<file path="config.mk">
export PLATFORM = sky130hd
export DESIGN_NAME = xilinx_exit_status_uart_flat
export DESIGN_NICKNAME = d
export VERILOG_FILES = /design/src/rtl/xilinx_exit_status_uart_pkg.sv /design/src/rtl/xilinx_exit_status_uart_if.sv /design/src/rtl/xilinx_exit_status_uart_tx_byte.sv /design/src/rtl/xilinx_exit_status_uart.sv /design/src/flat_wrapper.sv
export SDC_FILE = /design/constraint.sdc
export NUM_CORES = 1
export LEC_CHECK = 0
export ABC_AREA = 1
export CAP_MARGIN = 0
export CORE_MARGIN = 3
export CORE_UTILIZATION = 53
export DETAILED_ROUTE_END_ITERATION = 7
export PLACE_DENSITY = 0.87
export SLEW_MARGIN = 15
export SYNTH_ARGS = -nofsm -noshare
export SYNTH_HDL_FRONTEND = slang
export SYNTH_HIERARCHICAL = 1
export SYNTH_SLANG_ARGS = --single-unit
</file>
<file path="constraint.sdc">
create_clock -name clk_i -period 1.9 [get_ports clk_i]
set_input_delay 0.19 -clock clk_i [delete_from_list [all_inputs] [get_ports clk_i]]
set_output_delay 0.19 -clock clk_i [all_outputs]
set_load 0.02 [all_outputs]
</file>
<file path="src/rtl/xilinx_exit_status_uart_pkg.sv">
// Shared types and message constants for the exit-status UART reporter.
// Holds the serializer state encoding and the ASCII message builder.
package xilinx_exit_uart_pkg;

  typedef enum logic [1:0] {
    IDLE  = 2'd0,
    START = 2'd1,
    DATA  = 2'd2,
    STOP  = 2'd3
  } exit_uart_state_e;

  localparam int         MSG_LEN  = 15;
  localparam logic [3:0] LAST_IDX = 4'(MSG_LEN - 1);

  localparam logic [7:0] CH_E  = 8'h45;
  localparam logic [7:0] CH_X  = 8'h58;
  localparam logic [7:0] CH_I  = 8'h49;
  localparam logic [7:0] CH_T  = 8'h54;
  localparam logic [7:0] CH_EQ = 8'h3D;
  localparam logic [7:0] CH_CR = 8'h0D;
  localparam logic [7:0] CH_LF = 8'h0A;

  function automatic logic [7:0] nibble_to_ascii(input logic [3:0] n);
    logic [7:0] n8;
    n8 = {4'h0, n};
    return (n < 4'd10) ? (8'h30 + n8) : (8'h37 + n8);
  endfunction

  // "EXIT=" + 8 hex digits (MSB nibble first) + CR LF
  function automatic logic [7:0] msg_byte(input logic [3:0] idx, input logic [31:0] v);
    logic [7:0] b;
    b = CH_LF;
    case (idx)
      4'd0:    b = CH_E;
      4'd1:    b = CH_X;
      4'd2:    b = CH_I;
      4'd3:    b = CH_T;
      4'd4:    b = CH_EQ;
      4'd5:    b = nibble_to_ascii(v[31:28]);
      4'd6:    b = nibble_to_ascii(v[27:24]);
      4'd7:    b = nibble_to_ascii(v[23:20]);
      4'd8:    b = nibble_to_ascii(v[19:16]);
      4'd9:    b = nibble_to_ascii(v[15:12]);
      4'd10:   b = nibble_to_ascii(v[11:8]);
      4'd11:   b = nibble_to_ascii(v[7:4]);
      4'd12:   b = nibble_to_ascii(v[3:0]);
      4'd13:   b = CH_CR;
      default: b = CH_LF;
    endcase
    return b;
  endfunction

endpackage

</file>
<file path="src/rtl/xilinx_exit_status_uart_if.sv">
// MCU exit handshake in, UART pin and status LEDs out.
// master = MCU/board side, slave = the reporter block.
interface xilinx_exit_status_uart_if #(
  parameter int DATA_W = 32
);
  logic              exit_valid_i;
  logic [DATA_W-1:0] exit_value_i;
  logic              tx_o;
  logic              busy_o;
  logic              done_o;
  logic              pass_led_o;
  logic              fail_led_o;

  modport master (
    output exit_valid_i, exit_value_i,
    input  tx_o, busy_o, done_o, pass_led_o, fail_led_o
  );

  modport slave (
    input  exit_valid_i, exit_value_i,
    output tx_o, busy_o, done_o, pass_led_o, fail_led_o
  );
endinterface

</file>
<file path="src/rtl/xilinx_exit_status_uart_tx_byte.sv">
// 8N1 serializer: tx_o goes low the cycle after a byte is accepted; 10*CLKS_PER_BIT cycles per byte.
// ready_o is high when idle and on the last stop cycle, so back-to-back bytes leave no idle gap.
module uart_tx_byte
  import xilinx_exit_uart_pkg::*;
#(
  parameter int CLKS_PER_BIT = 130
) (
  input  logic       clk_i,
  input  logic       rst_i,
  input  logic [7:0] byte_i,
  input  logic       valid_i,
  output logic       ready_o,
  output logic       tx_o
);

  localparam int             BW        = (CLKS_PER_BIT > 1) ? $clog2(CLKS_PER_BIT) : 1;
  localparam logic [BW-1:0]  BAUD_LAST = BW'(CLKS_PER_BIT - 1);

  exit_uart_state_e state;
  logic [BW-1:0]    baud;
  logic [2:0]       bit_idx;
  logic [7:0]       shreg;
  logic             baud_wrap;

  assign baud_wrap = (baud == BAUD_LAST);
  assign ready_o   = (state == IDLE) || ((state == STOP) && baud_wrap);

  always_ff @(posedge clk_i) begin
    if (rst_i) begin
      state   <= IDLE;
      tx_o    <= 1'b1;
      baud    <= '0;
      bit_idx <= '0;
      shreg   <= '0;
    end else begin
      baud <= ((state == IDLE) || baud_wrap) ? '0 : baud + 1'b1;
      case (state)
        IDLE: begin
          if (valid_i) begin
            state <= START;
            tx_o  <= 1'b0;
            shreg <= byte_i;
          end
        end
        START: begin
          if (baud_wrap) begin
            state   <= DATA;
            bit_idx <= '0;
            tx_o    <= shreg[0];
            shreg   <= shreg >> 1;
          end
        end
        DATA: begin
          if (baud_wrap) begin
            if (bit_idx == 3'd7) begin
              state <= STOP;
              tx_o  <= 1'b1;
            end else begin
              bit_idx <= bit_idx + 3'd1;
              tx_o    <= shreg[0];
              shreg   <= shreg >> 1;
            end
          end
        end
        STOP: begin
          // Chaining straight into the next start bit keeps frames gapless.
          if (baud_wrap) begin
            if (valid_i) begin
              state <= START;
              tx_o  <= 1'b0;
              shreg <= byte_i;
            end else begin
              state <= IDLE;
            end
          end
        end
        default: begin
          state <= IDLE;
          tx_o  <= 1'b1;
        end
      endcase
    end
  end

endmodule

</file>
<file path="src/rtl/xilinx_exit_status_uart.sv">
// Captures the MCU exit value on a rising exit_valid and streams "EXIT=XXXXXXXX\r\n" out the UART.
// Start bit appears one cycle after capture; triggers while a message is in flight are dropped.
module xilinx_exit_status_uart
  import xilinx_exit_uart_pkg::*;
#(
  parameter int CLKS_PER_BIT = 130,
  parameter int DATA_W       = 32
) (
  input  logic                       clk_i,
  input  logic                       rst_i,
  xilinx_exit_status_uart_if.slave   bus
);

  logic              valid_q;
  logic              busy_q;
  logic              done_q;
  logic [DATA_W-1:0] value_q;
  logic [3:0]        char_idx;

  logic       trigger;
  logic       start_msg;
  logic       tx_valid;
  logic       tx_ready;
  logic [7:0] tx_byte;
  logic       tx_line;

  assign trigger   = bus.exit_valid_i && !valid_q;
  assign start_msg = trigger && !busy_q;

  // The first byte is a constant, so it can be handed over in the capture cycle itself.
  assign tx_valid = start_msg || (busy_q && (char_idx != LAST_IDX));
  assign tx_byte  = start_msg ? CH_E : msg_byte(char_idx + 4'd1, value_q);

  uart_tx_byte #(
    .CLKS_PER_BIT (CLKS_PER_BIT)
  ) u_tx (
    .clk_i   (clk_i),
    .rst_i   (rst_i),
    .byte_i  (tx_byte),
    .valid_i (tx_valid),
    .ready_o (tx_ready),
    .tx_o    (tx_line)
  );

  always_ff @(posedge clk_i) begin
    if (rst_i) begin
      valid_q  <= 1'b0;
      busy_q   <= 1'b0;
      done_q   <= 1'b0;
      value_q  <= '0;
      char_idx <= '0;
    end else begin
      valid_q <= bus.exit_valid_i;
      if (start_msg) begin
        value_q  <= bus.exit_value_i;
        char_idx <= '0;
        busy_q   <= 1'b1;
        done_q   <= 1'b0;
      end else if (busy_q && tx_ready) begin
        // tx_ready while busy marks the last stop cycle of the current byte.
        if (char_idx == LAST_IDX) begin
          busy_q <= 1'b0;
          done_q <= 1'b1;
        end else begin
          char_idx <= char_idx + 4'd1;
        end
      end
    end
  end

  assign bus.tx_o       = tx_line;
  assign bus.busy_o     = busy_q;
  assign bus.done_o     = done_q;
  assign bus.pass_led_o = done_q && (value_q == '0);
  assign bus.fail_led_o = done_q && (value_q != '0);

endmodule

</file>
<file path="src/flat_wrapper.sv">
// flat-port wrapper written by rule: the top's interface ports become plain ports
module xilinx_exit_status_uart_flat import xilinx_exit_uart_pkg::*;
#(
  parameter int CLKS_PER_BIT = 130,
  parameter int DATA_W       = 32
)
  (clk_i, rst_i, bus_exit_valid_i, bus_exit_value_i, bus_tx_o, bus_busy_o, bus_done_o, bus_pass_led_o, bus_fail_led_o);
  xilinx_exit_status_uart_if #(.DATA_W(DATA_W)) bus_i ();
  input  logic clk_i;
  input  logic rst_i;
  input wire logic [$bits(bus_i.exit_valid_i)-1:0] bus_exit_valid_i;
  input wire logic [$bits(bus_i.exit_value_i)-1:0] bus_exit_value_i;
  output wire logic [$bits(bus_i.tx_o)-1:0] bus_tx_o;
  output wire logic [$bits(bus_i.busy_o)-1:0] bus_busy_o;
  output wire logic [$bits(bus_i.done_o)-1:0] bus_done_o;
  output wire logic [$bits(bus_i.pass_led_o)-1:0] bus_pass_led_o;
  output wire logic [$bits(bus_i.fail_led_o)-1:0] bus_fail_led_o;
  assign bus_i.exit_valid_i = bus_exit_valid_i;
  assign bus_i.exit_value_i = bus_exit_value_i;
  assign bus_tx_o = bus_i.tx_o;
  assign bus_busy_o = bus_i.busy_o;
  assign bus_done_o = bus_i.done_o;
  assign bus_pass_led_o = bus_i.pass_led_o;
  assign bus_fail_led_o = bus_i.fail_led_o;
  xilinx_exit_status_uart #(.CLKS_PER_BIT(CLKS_PER_BIT), .DATA_W(DATA_W)) u_core (.clk_i(clk_i), .rst_i(rst_i), .bus(bus_i));
endmodule
</file>
==> impl_metrics.yaml <==
status:
  outcome: "finished with violations"
  violations: "negative setup slack"
clocking:
  cts_buffers: 9
  clkSinkCount: 61
  root_buffer: "clkbuf_8"
  cts_tree: "built"
  ctsLongestPathBuffers: 2
  clkTransAtPathRegs_ps: 70
  worstSkewPairLatency_ps: 340
  htreeDepth: 3
  postCtsHoldBufs: 0
sta:
  tightest_slew_ps: 506.2
  hold_viol: 0
  finalSetupTns_ps: -284.5
  fin_crit_ps: 1975
  fmax_mhz: 506.4
  drv_slew: 0
  worst_slack_ps: -74.69
  whs_ps: 433.4
  rsz0062_at_grt: "true"
  setup_viol: 5
  slew_headroom: 0.6613
  post-route-period-util: 1.039
  fin_worst_skew_ps: 6.905
cells_and_area:
  nFillCells: 587
  layout.nets: 825
  drive_above_1_share: 0.2425
  finalCoreUtilization: 0.7536
  layout_commonest_cell: "nand2_1"
  areaGrowthSynthToFinish_pct: 34.32
  layout_common_cells: "123 x nand2_1, 77 x inv_1, 77 x nor2_1, 70 x buf_4, 58 x o21ai_0"
  antennaDiodeCount: 0
detailed_routing:
  vias_per_cell: 5.487
  wire_per_inst_um: 14.20
  drc: 0
  drt_iter0_markers: 400
  ant_nets: 0
  vias: 4752
  firstDrtPassIters: 5
  totalWireLength_mm: 12.29
yosys:
  synth_cells: 653
  syn-cell-area_um2: 4200
  synth_edf_count: 0
  synth_ff_type: "dfxtp_1"
  synth-adder-area-share: 0.08043
  ys_seq_area_frac: 0.2907
  synth-compound-area-share: 0.1844
  yosys_warnings: 6
  syn_avg_cell_area_um2: 6.432
  synth_cell_types: 39
  ys_ff_latch: 61
  synthArstFlopShare: 0
  synth.area.mux_share: 0
  synth-simple-area-share: 0.3265
  synth_top_family_by_area: "simple AND/OR/NAND/NOR gates"
  synth_xor_area_frac: 0.006256
  synth_nets: 715
floorplan:
  core.rowCount: 31
  die_w_um: 95.02
  die_h_um: 95.02
  num_io_pins: 40
  core_um2: 7486
  die_area_um2: 9029
  start_util: 0.5611
setup_path:
  cp-end-kind: "register"
  max_stage_delay_ps: 390
  crit_top_cell: "nand2_1"
  path_cells: "buf_6, nand4_1, nand2_4, nand3_2, nand2_2, nor2_1, nand2_1, nand3_1, nand2_1, inv_1, a21boi_1, nand3_1, nand2_1, nor2_1"
  cp_top_family: "simple AND/OR/NAND/NOR gates"
  worstPathRequired_ps: 2140
  path_max_fanout: 5
  critPathKind: "register to register"
  start_kind: "register"
  cp_num_buf_inv: 2
  cpMaxStageDelayCell: "dfxtp_4"
  cp.arrival_ps: 2220
power_and_ir_drop:
  p_sw_frac: 0.4134
  seq_power_share: 0.327
  p_comb_frac: 0.469
  p_int_mw: 2.938
  switchingPower_mw: 2.070
  leakage_nw: 2.604
  clockPowerShare: 0.204
  powerDensity_nw_per_um2: 887.7
  ir_drop_v: 0.0007819
global_routing:
  overflow: 0
  antenna_found_initial: 0
  grt_pass1_wl_mm: 20.31
  grt_pass1_vias: 4423
  grt_max_degree: 33
  grt_use_total: 0.2890
placement:
  gp_congestion: 1.047
  io_buffer_count: 39
  dp_slack_ps: -221.1
  hpwl_mm: 9.247
run:
  maxCapViolCount: 0
hold_path:
  hp-class: "register to register"
[final timing paths]
| kind | startpoint | endpoint | slack (ps) | depth (start not counted) |
|---|---|---|---|---|
| worst max-delay path | u_core/char_idx[0] | u_core/u_tx/shreg[1] | -70 | 14 |
| worst min-delay path | u_core/u_tx/baud[0] | u_core/u_tx/baud[0] | 430 | 1 |
| worst min register to register | u_core/u_tx/baud[0] | u_core/u_tx/baud[0] | 430 | 1 |
| worst max register to register | u_core/char_idx[0] | u_core/u_tx/shreg[1] | -70 | 14 |
[worst register-to-register path, cell delays in order, from the launching register on]
cell and delay [ps]:
dfxtp_4 390, buf_6 120, nand4_1 210, nand2_4 230, nand3_2 130, nand2_2 90
nor2_1 40, nand2_1 90, nand3_1 120, nand2_1 90, inv_1 40, a21boi_1 110
nand3_1 80, nand2_1 90, nor2_1 50
[synthesized netlist by cell type, types with 2 or more instances]
cell | number | area [µm²]
nor3_1 | 5 | 25.02
nor2_1 | 85 | 319.1
nand2_1 | 135 | 506.7
dfxtp_1 | 61 | 1221
inv_2 | 4 | 15.01
buf_4 | 2 | 15.01
nand2_4 | 3 | 33.78
ha_1 | 27 | 337.8
a21boi_0 | 7 | 52.55
inv_1 | 89 | 334.1
nor2_4 | 2 | 22.52
nand3_2 | 3 | 30.03
nand3_1 | 46 | 230.2
o21ai_1 | 2 | 10.01
clkbuf_1 | 8 | 30.03
o21ai_0 | 66 | 330.3
nor2_2 | 4 | 25.02
buf_2 | 3 | 15.01
a21oi_1 | 58 | 290.3
nor4_1 | 2 | 12.51
nand2_2 | 5 | 31.28
xor2_1 | 3 | 26.28
o22ai_1 | 5 | 31.28
nand4_1 | 10 | 62.56
nand3_4 | 2 | 35.03
buf_6 | 3 | 33.78
[power by group through the flow]
stage               combinational, mW  clock, mW  sequential [mW]
floorplan                        1.58          0             1.63
global placement                 2.06          0             1.63
detailed placement               2.12          0             1.65
CTS                              2.23       1.05             1.63
global route                     2.61       1.10             1.66
finish                           2.35       1.02             1.64
[sequential cells by signal, summed over array words and instances, names as in the netlist]
signal,flops
u_core/bus.busy_o,1
u_core/bus.done_o,1
u_core/char_idx,4
u_core/u_tx/baud,8
u_core/u_tx/bit_idx,3
u_core/u_tx/shreg,8
u_core/u_tx/state,2
u_core/u_tx/tx_o,1
u_core/valid_q,1
u_core/value_q,32
[area by class of cell]
type                    count  area (µm²)  area share
inverters                  96       370.4     0.06565
flip-flops and latches     61        1241      0.2200
clock buffers              11       141.4     0.02506
multi-input cells         481        2739      0.4855
repair buffers            114        1001      0.1774
clock inverters             4       25.02    0.004436
well taps                  99       123.9     0.02196
[per-layer routing]
layer / part of all wire / vias up / global-route usage
met2: 0.47 / 183 / 0.4774
met5: 0 / - / 0
met3: 0.072 / 35 / 0.06077
met1: 0.43 / 2201 / 0.3741
li1: - / 2333 / -
met4: 0.029 / 0 / 0.09976
[logic make-up (layout without fill, tap and decap cells)]
logic type / Yosys count / count (layout)
and+or+nand+nor: 305 / 307
AOI/OAI and AO/OA: 143 / 143
buffers and inverters: 113 / 225
DFF: 61 / 61
adders and majority gates: 27 / 27
xor gates and xnor gates: 3 / 3
other: 1 / 1
[repair_timing]
item | 4_1_cts | 5_1_grt
setup endpoints to repair | 12 | 16
resized for setup | 59 | 44
setup buffers | 7 | 4
endpoints found under the hold margin | 0 | 0
pin swaps | 25 | 28
cloned | 2 | 0
[per-stage QoR]
step	power, mW	area, µm²	std cells
floorplan	3.204	4203	653
global placement	3.695	5137	838
detailed placement	3.763	5137	838
CTS	4.901	5502	862
global route	5.368	5642	866
finish	5.008	5642	866
(Power assumes the default switching activity.)
